===== src/rtl/psram_init_seq.sv =====
// PSRAM power-up sequencer: power-up delay, then RSTEN, RST and an optional
// Enter-QPI, each sent as an SPI command with sclk at clk/2.
module psram_init_seq #(
  parameter int CLK_FREQ_MHZ = 84,
  parameter int PWRUP_US     = 150,
  parameter int GAP_CYCLES   = 4,
  parameter int ENTER_QPI    = 1
) (
  input  logic       clk,
  input  logic       rst_n,
  input  logic       start,
  output logic       mem_ce,
  output logic       mem_sclk,
  output logic [3:0] mem_sio_out,
  output logic [3:0] mem_sio_oe,
  output logic       busy,
  output logic       done,
  output logic [3:0] step
);

  localparam int DELAY_CYCLES = CLK_FREQ_MHZ * PWRUP_US;
  localparam int DW = (DELAY_CYCLES > 1) ? $clog2(DELAY_CYCLES) : 1;
  localparam int GW = (GAP_CYCLES > 1) ? $clog2(GAP_CYCLES) : 1;
  localparam logic [DW-1:0] DLAST = DW'(DELAY_CYCLES - 1);
  localparam logic [GW-1:0] GLAST = GW'(GAP_CYCLES - 1);

  typedef enum logic [3:0] {
    IDLE  = 4'd0,
    DELAY = 4'd1,
    RSTEN = 4'd2,
    GAP1  = 4'd3,
    RST   = 4'd4,
    GAP2  = 4'd5,
    QPI   = 4'd6,
    GAP3  = 4'd7,
    DONE  = 4'd8
  } state_t;

  state_t        state, state_nx;
  logic          lat, lat_nx;
  logic [DW-1:0] dcnt, dcnt_nx;
  logic [3:0]    k, k_nx;
  logic [GW-1:0] gcnt, gcnt_nx;

  logic          is_cmd;
  logic [7:0]    cmd;

  always_comb begin
    state_nx = state;
    lat_nx   = lat;
    dcnt_nx  = dcnt;
    k_nx     = k;
    gcnt_nx  = gcnt;
    unique case (state)
      IDLE: begin
        if (lat)
          state_nx = DELAY;
        else if (start)
          lat_nx = 1'b1;
      end
      DELAY: begin
        if (dcnt == DLAST) begin
          dcnt_nx  = '0;
          state_nx = RSTEN;
        end else begin
          dcnt_nx = dcnt + 1'b1;
        end
      end
      RSTEN, RST, QPI: begin
        // k wraps to 0 on the last phase, so it is clear on exit
        k_nx = k + 4'd1;
        if (k == 4'd15) begin
          if (state == RSTEN)
            state_nx = GAP1;
          else if (state == RST)
            state_nx = GAP2;
          else
            state_nx = GAP3;
        end
      end
      GAP1, GAP2, GAP3: begin
        if (gcnt == GLAST) begin
          gcnt_nx = '0;
          if (state == GAP1)
            state_nx = RST;
          else if (state == GAP2 && ENTER_QPI != 0)
            state_nx = QPI;
          else
            state_nx = DONE;
        end else begin
          gcnt_nx = gcnt + 1'b1;
        end
      end
      DONE: state_nx = DONE;
      default: state_nx = IDLE;
    endcase
  end

  // Outputs are decoded from next-state values and then flopped
  always_comb begin
    is_cmd = 1'b0;
    cmd    = 8'h00;
    unique case (state_nx)
      RSTEN: begin
        is_cmd = 1'b1;
        cmd    = 8'h66;
      end
      RST: begin
        is_cmd = 1'b1;
        cmd    = 8'h99;
      end
      QPI: begin
        is_cmd = 1'b1;
        cmd    = 8'h35;
      end
      default: begin
        is_cmd = 1'b0;
        cmd    = 8'h00;
      end
    endcase
  end

  always_ff @(posedge clk or negedge rst_n) begin
    if (!rst_n) begin
      state <= IDLE;
      lat   <= 1'b0;
      dcnt  <= '0;
      k     <= '0;
      gcnt  <= '0;
    end else begin
      state <= state_nx;
      lat   <= lat_nx;
      dcnt  <= dcnt_nx;
      k     <= k_nx;
      gcnt  <= gcnt_nx;
    end
  end

  always_ff @(posedge clk or negedge rst_n) begin
    if (!rst_n) begin
      mem_ce      <= 1'b1;
      mem_sclk    <= 1'b0;
      mem_sio_out <= 4'b0000;
      mem_sio_oe  <= 4'b0000;
      busy        <= 1'b0;
      done        <= 1'b0;
      step        <= 4'd0;
    end else begin
      mem_ce      <= ~is_cmd;
      mem_sclk    <= is_cmd & k_nx[0];
      mem_sio_out <= {3'b000, is_cmd & cmd[~k_nx[3:1]]};
      mem_sio_oe  <= {3'b000, is_cmd};
      busy        <= (state_nx != IDLE) && (state_nx != DONE);
      done        <= (state_nx == DONE);
      step        <= state_nx;
    end
  end

endmodule


===== config.mk =====
export PLATFORM = sky130hd
export DESIGN_NAME = psram_init_seq
export DESIGN_NICKNAME = d
export VERILOG_FILES = /design/src/rtl/psram_init_seq.sv
export SDC_FILE = /design/constraint.sdc
export NUM_CORES = 1
export LEC_CHECK = 0
export CORE_MARGIN = 2
export CORE_UTILIZATION = 51
export CTS_BUF_LIST = sky130_fd_sc_hd__clkbuf_8
export CTS_CLUSTER_SIZE = 40
export DETAILED_ROUTE_END_ITERATION = 10
export GPL_TIMING_DRIVEN = 0
export PLACE_DENSITY_LB_ADDON = 0.12
export SYNTH_ARGS = -nofsm -noshare
export SYNTH_HDL_FRONTEND = slang
export SYNTH_SLANG_ARGS = --single-unit

===== constraint.sdc =====
create_clock -name clk -period 2.25 [get_ports clk]
set_input_delay 0.5625 -clock clk [delete_from_list [all_inputs] [get_ports clk]]
set_output_delay 0.5625 -clock clk [all_outputs]
set_load 0.01 [all_outputs]

**Yosys cells after proc, flatten, opt, wreduce, memory -nomap -nowiden**

Cells that the tools add are included.

- Output and inout bits: 16
- Logic and storage cells: 59
- Bits in registers: 31
- Input port bits: 3

- Add/sub/neg operators: 3
- Bitwise logic cells: 4
- Equality and inequality tests: 16
- Multiplexer cells: 18
- Reduce and logical (&&, ||, !) cells: 6
- $lt $le $gt $ge: 1

Operators with widths:

| operator | count |
|---|---|
| $mux W4 | 7 |
| $eq A4 B3 Y1 const B | 6 |
| $pmux W8 S3 | 1 |
| $pmux W4 S5 | 1 |
| $add A14 B1 Y14 const B | 1 |
| $eq A14 B14 Y1 const B | 1 |
| $mux W14 | 1 |
| $eq A4 B2 Y1 const B | 3 |
| $eq A4 B4 Y1 const B | 3 |
| $reduce_or A3 Y1 | 3 |
| $add A4 B1 Y4 const B | 1 |
| $eq A4 B1 Y1 const B | 1 |
| $logic_not A4 Y1 | 1 |
| $lt A3 B4 Y1 const B | 1 |
| $mux W1 | 4 |
| $mux W2 | 2 |
| $ne A4 B4 Y1 const B | 1 |
| $reduce_bool A4 Y1 | 1 |
| $bmux W1 S3 | 1 |
| $mux W3 | 1 |
| $not A3 Y3 | 1 |
| $add A2 B1 Y2 const B | 1 |
| $and A1 B1 Y1 | 2 |
| $eq A2 B2 Y1 const B | 1 |
| 2 further kinds | 2 |

**Longest topological paths before layout**

- Word-level depth: 10
- Gate-level depth with buffers: 7
- Depth with buffers taken out: 7

**Least setup slack after synthesis**

No wires, ideal clock.

- Kind: flip-flop to flip-flop
- Start: reg step[2] (netlist name)
- End: reg mem_sio_out[0]
- Cell stages (with the launch flop): 8
- Clock period less this slack: 1.954 ns
- Slack: 0.296 ns
- Data arrival time: 1.836 ns
- Buffers on the path: 1
- Library setup time: 0.118 ns
- Data required time: 2.132 ns
- Cells stage by stage: dfrtp_1 -> buf_2 -> o21bai_2 -> or4_4 -> a221o_1 -> a21oi_1 -> o32ai_1 -> nor2b_1

RTL lines:

| item | line | RTL |
|---|---|---|
| end signal, assigned | 151 | `mem_sio_out <= {3'b000, is_cmd & cmd[~k_nx[3:1]]};` |
| end, declared | 14 | `output logic [3:0] mem_sio_out,` |

==> metrics.md <==
| Metric | Value |
|---|---|
| Outcome | completed |
| Final instance area | between 1500 and 2000 um^2 |
| WP buf/inv | 1 |
| EDFF count, synth | 0 |
| DRC | 0 |
| CP peak stage delay | just over 0.4 ns |
| Max_cap viols | 0 |
| DR pass1 iterations | 4 |
| Power Density | 724 nW/um^2 |
| Nets | between 150 and 200 |
| Post-Place Cell Area | around 1800 um^2 |
| Worst Path Required | 2.41 ns |
| Via count | between 1000 and 1500 |
| First-pass GRT wire length | 5090 um |
| Clock transition at path regs | 0.06 ns |
| Hold Path Class | input pin to asynchronous set/reset pin |
| WL/cell | 12.4 um |
| CP startpoint kind | flip-flop |
| Post-Syn Area | between 1500 and 2000 um^2 |
| Fmax | 481 MHz |
| Drt total wl | about 2900 um |
| Worst VDD drop | roughly 0.44 mV |
| IO Count | 19 |
| Initial core utilization | a little over half |
| Worst path top cell family by delay | simple AND/OR/NAND/NOR gates |
| Final hold viol count | 0 |
| Critical Path Slowest Stage Cell | nor4b_4 |
| Die X | around 60 um |
| Longest Clk Path Bufs | 2 |
| CP Cell Sequence | clkbuf_1 -> nor4b_4 -> nand4_1 -> or2_1 -> nor3_2 -> xnor2_1 -> nor2_1 |
| Largest net degree at the start of global routing | 32 |
| P&R area growth vs syn | 19.4% |
| # hold bufs at CTS | 0 |
| Setup TNS | 0 ns |
| Post-route core utilization | 63.8% |
| Root Buffer | clkbuf_8 |
| TritonCTS clock tree | done |
| Final setup viols | 0 |
| Die Area | 3640 um^2 |
| WP data arrival | 2.24 ns |
| Synth Instances | about 160 |
| RSZ-0062 raised after global routing | true |
| Port-buffer cells | 12 |
| Synth async-reset ratio | 100% |
| Tmin final | just over 2 ns |
| Initial antenna violation count | 0 |
| GPL Wtd Cong | approximately 0.95 |
| Fraction of the cycle the final worst path needs | between 90% and 100% |
| Fin. max-slew vios | 0 |
| Clk_skew | roughly 0.0031 ns |
| Sequential-to-total area share from yosys stat | roughly 48% |
| Netlist cell types | 48 |
| Synth Warn # | 0 |
| Gr usage total | between 10% and 20% |
| Overflow after GRT | 0 |
| H-tree depth | 2 |
| CP Capture Type | flip-flop |
| Leakage Power | approximately 0.00094 uW |
| CTS Sinks | 31 |
| Top FF cell, synth | dfrtp_1 |
| DRT antenna net count | 0 |
| Crit-path max FO | 10 |
| CTS buffer count | 5 |
| # diodes | 0 |
| Layout cell share with drive strength beyond 1 | 16.0% |
| Via-per-instance ratio | approximately 5.2 |
| Max-slew headroom | 55.7% |
| Chip Height | approximately 60 um |
| Vias in the first global route | 1124 |
| Site Rows | 20 |
| Synth Area per Inst | ~10 um^2 |
| Setup CP Type | flip-flop to flip-flop |
| Initial DRC count | 46 |
| Synth Register Bits | 31 |
| DP Wirelength | between 2000 and 2500 um |
| Clk_lat worst skew | roughly 0.28 ns |
| Slew @ Worst Pin | 0.664 ns |
| Core ar. | 3030 um^2 |
kinds of logic (layout without fill, tap and decap cells):
group	Yosys count	count (layout)	synth area share, %
xor+xnor	12	12	6.50
buf+inv	20	42	6.19
mux	3	3	2.71
flops	31	31	48.1
compound gates	24	24	10.4
other cells	1	6	0.232
simple gates	67	67	23.5
fa+ha+maj	3	3	2.32
cells in the mapped netlist (all sizes together) (2+ instances only):
| cell type | n | area share [%] |
|---|---|---|
| dfrtp | 30 | 46 |
| nand2 | 18 | 4.2 |
| inv | 10 | 2.3 |
| nand3 | 10 | 3.1 |
| nor2 | 10 | 2.3 |
| buf | 8 | 3.4 |
| xnor2 | 8 | 4.3 |
| o21ai | 6 | 1.9 |
| a21oi | 5 | 1.5 |
| nor3 | 4 | 1.2 |
| xor2 | 4 | 2.2 |
| and3 | 3 | 1.2 |
| ha | 3 | 2.3 |
| nand2b | 3 | 1.2 |
| and4 | 2 | 1.1 |
| clkbuf | 2 | 0.46 |
| mux2i | 2 | 2.0 |
| nand4 | 2 | 0.77 |
| nor2b | 2 | 0.77 |
| nor4 | 2 | 1.2 |
| o31ai | 2 | 0.93 |
| or3 | 2 | 0.77 |
| or4 | 2 | 1.2 |
stage by stage:
step | cells | hold WS, ns | total power (uW) | setup WS (ns)
3_3_place_gp | 222 | 0.466 | 923 | 0.0959
3_5_place_dp | 222 | 0.482 | 930 | 0.0803
4_1_cts | 230 | 0.497 | 1410 | 0.0976
6_report | 232 | 0.312 | 1400 | 0.172
2_1_floorplan | 166 | 0.267 | 866 | 0.296
5_1_grt | 232 | 0.358 | 1500 | -0.0335
path summary, 6_finish.rpt:
check / cells past startpoint / startpoint / to / slack, ns
setup / recovery: 7 / step[3]$_DFF_PN0_ / dcnt[13]$_DFFE_PN0P_ / 0.17
hold / removal: 1 / rst_n / dcnt[8]$_DFFE_PN0P_ / 0.31
setup reg to reg: 7 / step[3]$_DFF_PN0_ / dcnt[13]$_DFFE_PN0P_ / 0.17
hold reg to reg: 1 / dcnt[10]$_DFFE_PN0P_ / dcnt[10]$_DFFE_PN0P_ / 0.49
max in group asynchronous: 1 / rst_n / k[3]$_DFF_PN0_ / 1.51
min in group clk: 1 / dcnt[10]$_DFFE_PN0P_ / dcnt[10]$_DFFE_PN0P_ / 0.49
worst register-to-register path, delay by kind of cell (launching register included):
kind	cells	cell delay, ns
and+or+nand+nor	5	1.20
DFF	1	0.40
buffers and inverters	1	0.23
xor gates and xnor gates	1	0.14
report_power, final:
part / internal, uW / leakage [uW] / switching [uW]
registers: 627 / 0.000402 / 65.6
logic: 111 / 0.000484 / 127
clock network: 274 / 0.0000557 / 192
total: 1010 / 0.000942 / 385
state kept, by name, summed over array words and instances (netlist names):
signal and flops:
dcnt 14, k 4, step 4, gcnt 2, busy 1, done 1, lat 1, mem_ce 1
mem_sclk 1, mem_sio_oe 1, mem_sio_out 1
placed cells by master (no fill, tap or decap), types with 3 or more instances in the layout:
cell	count
o21ai_0	6
nor2_1	10
a21oi_1	5
nand3_1	10
clkdlybuf4s50_1	11
and3_1	3
dfrtp_1	30
clkbuf_8	7
buf_2	3
nand2b_1	3
buf_4	8
inv_1	11
xor2_1	4
nand2_1	18
ha_1	3
xnor2_1	8
conb_1	6
per-layer routing:
metal,part of all wire (%),wire (um),GRT usage (%),up-vias
li1,-,-,-,601
met1,44,1260,23.6,575
met2,51,1470,32.3,16
met3,3.4,97,6.49,5
met4,1.7,48,7.62,0
met5,0,0,0,-
final cells by class:
class,instances,area (um^2)
repair buffers,14,130
plain buffers,10,62.6
inverters,10,37.5
clock inverters,1,3.75
clock buffers,7,96.3
fillers,249,1100
well taps,44,55.1
multi-input cells,115,768
flip-flops and latches,31,777
what timing repair did:
item / in CTS / in global routing
resized for setup: 0 / 2
setup buffers: 0 / 2
setup endpoints to repair: 0 / 2
No activity file was read; power rests on OpenSTA's default activity.
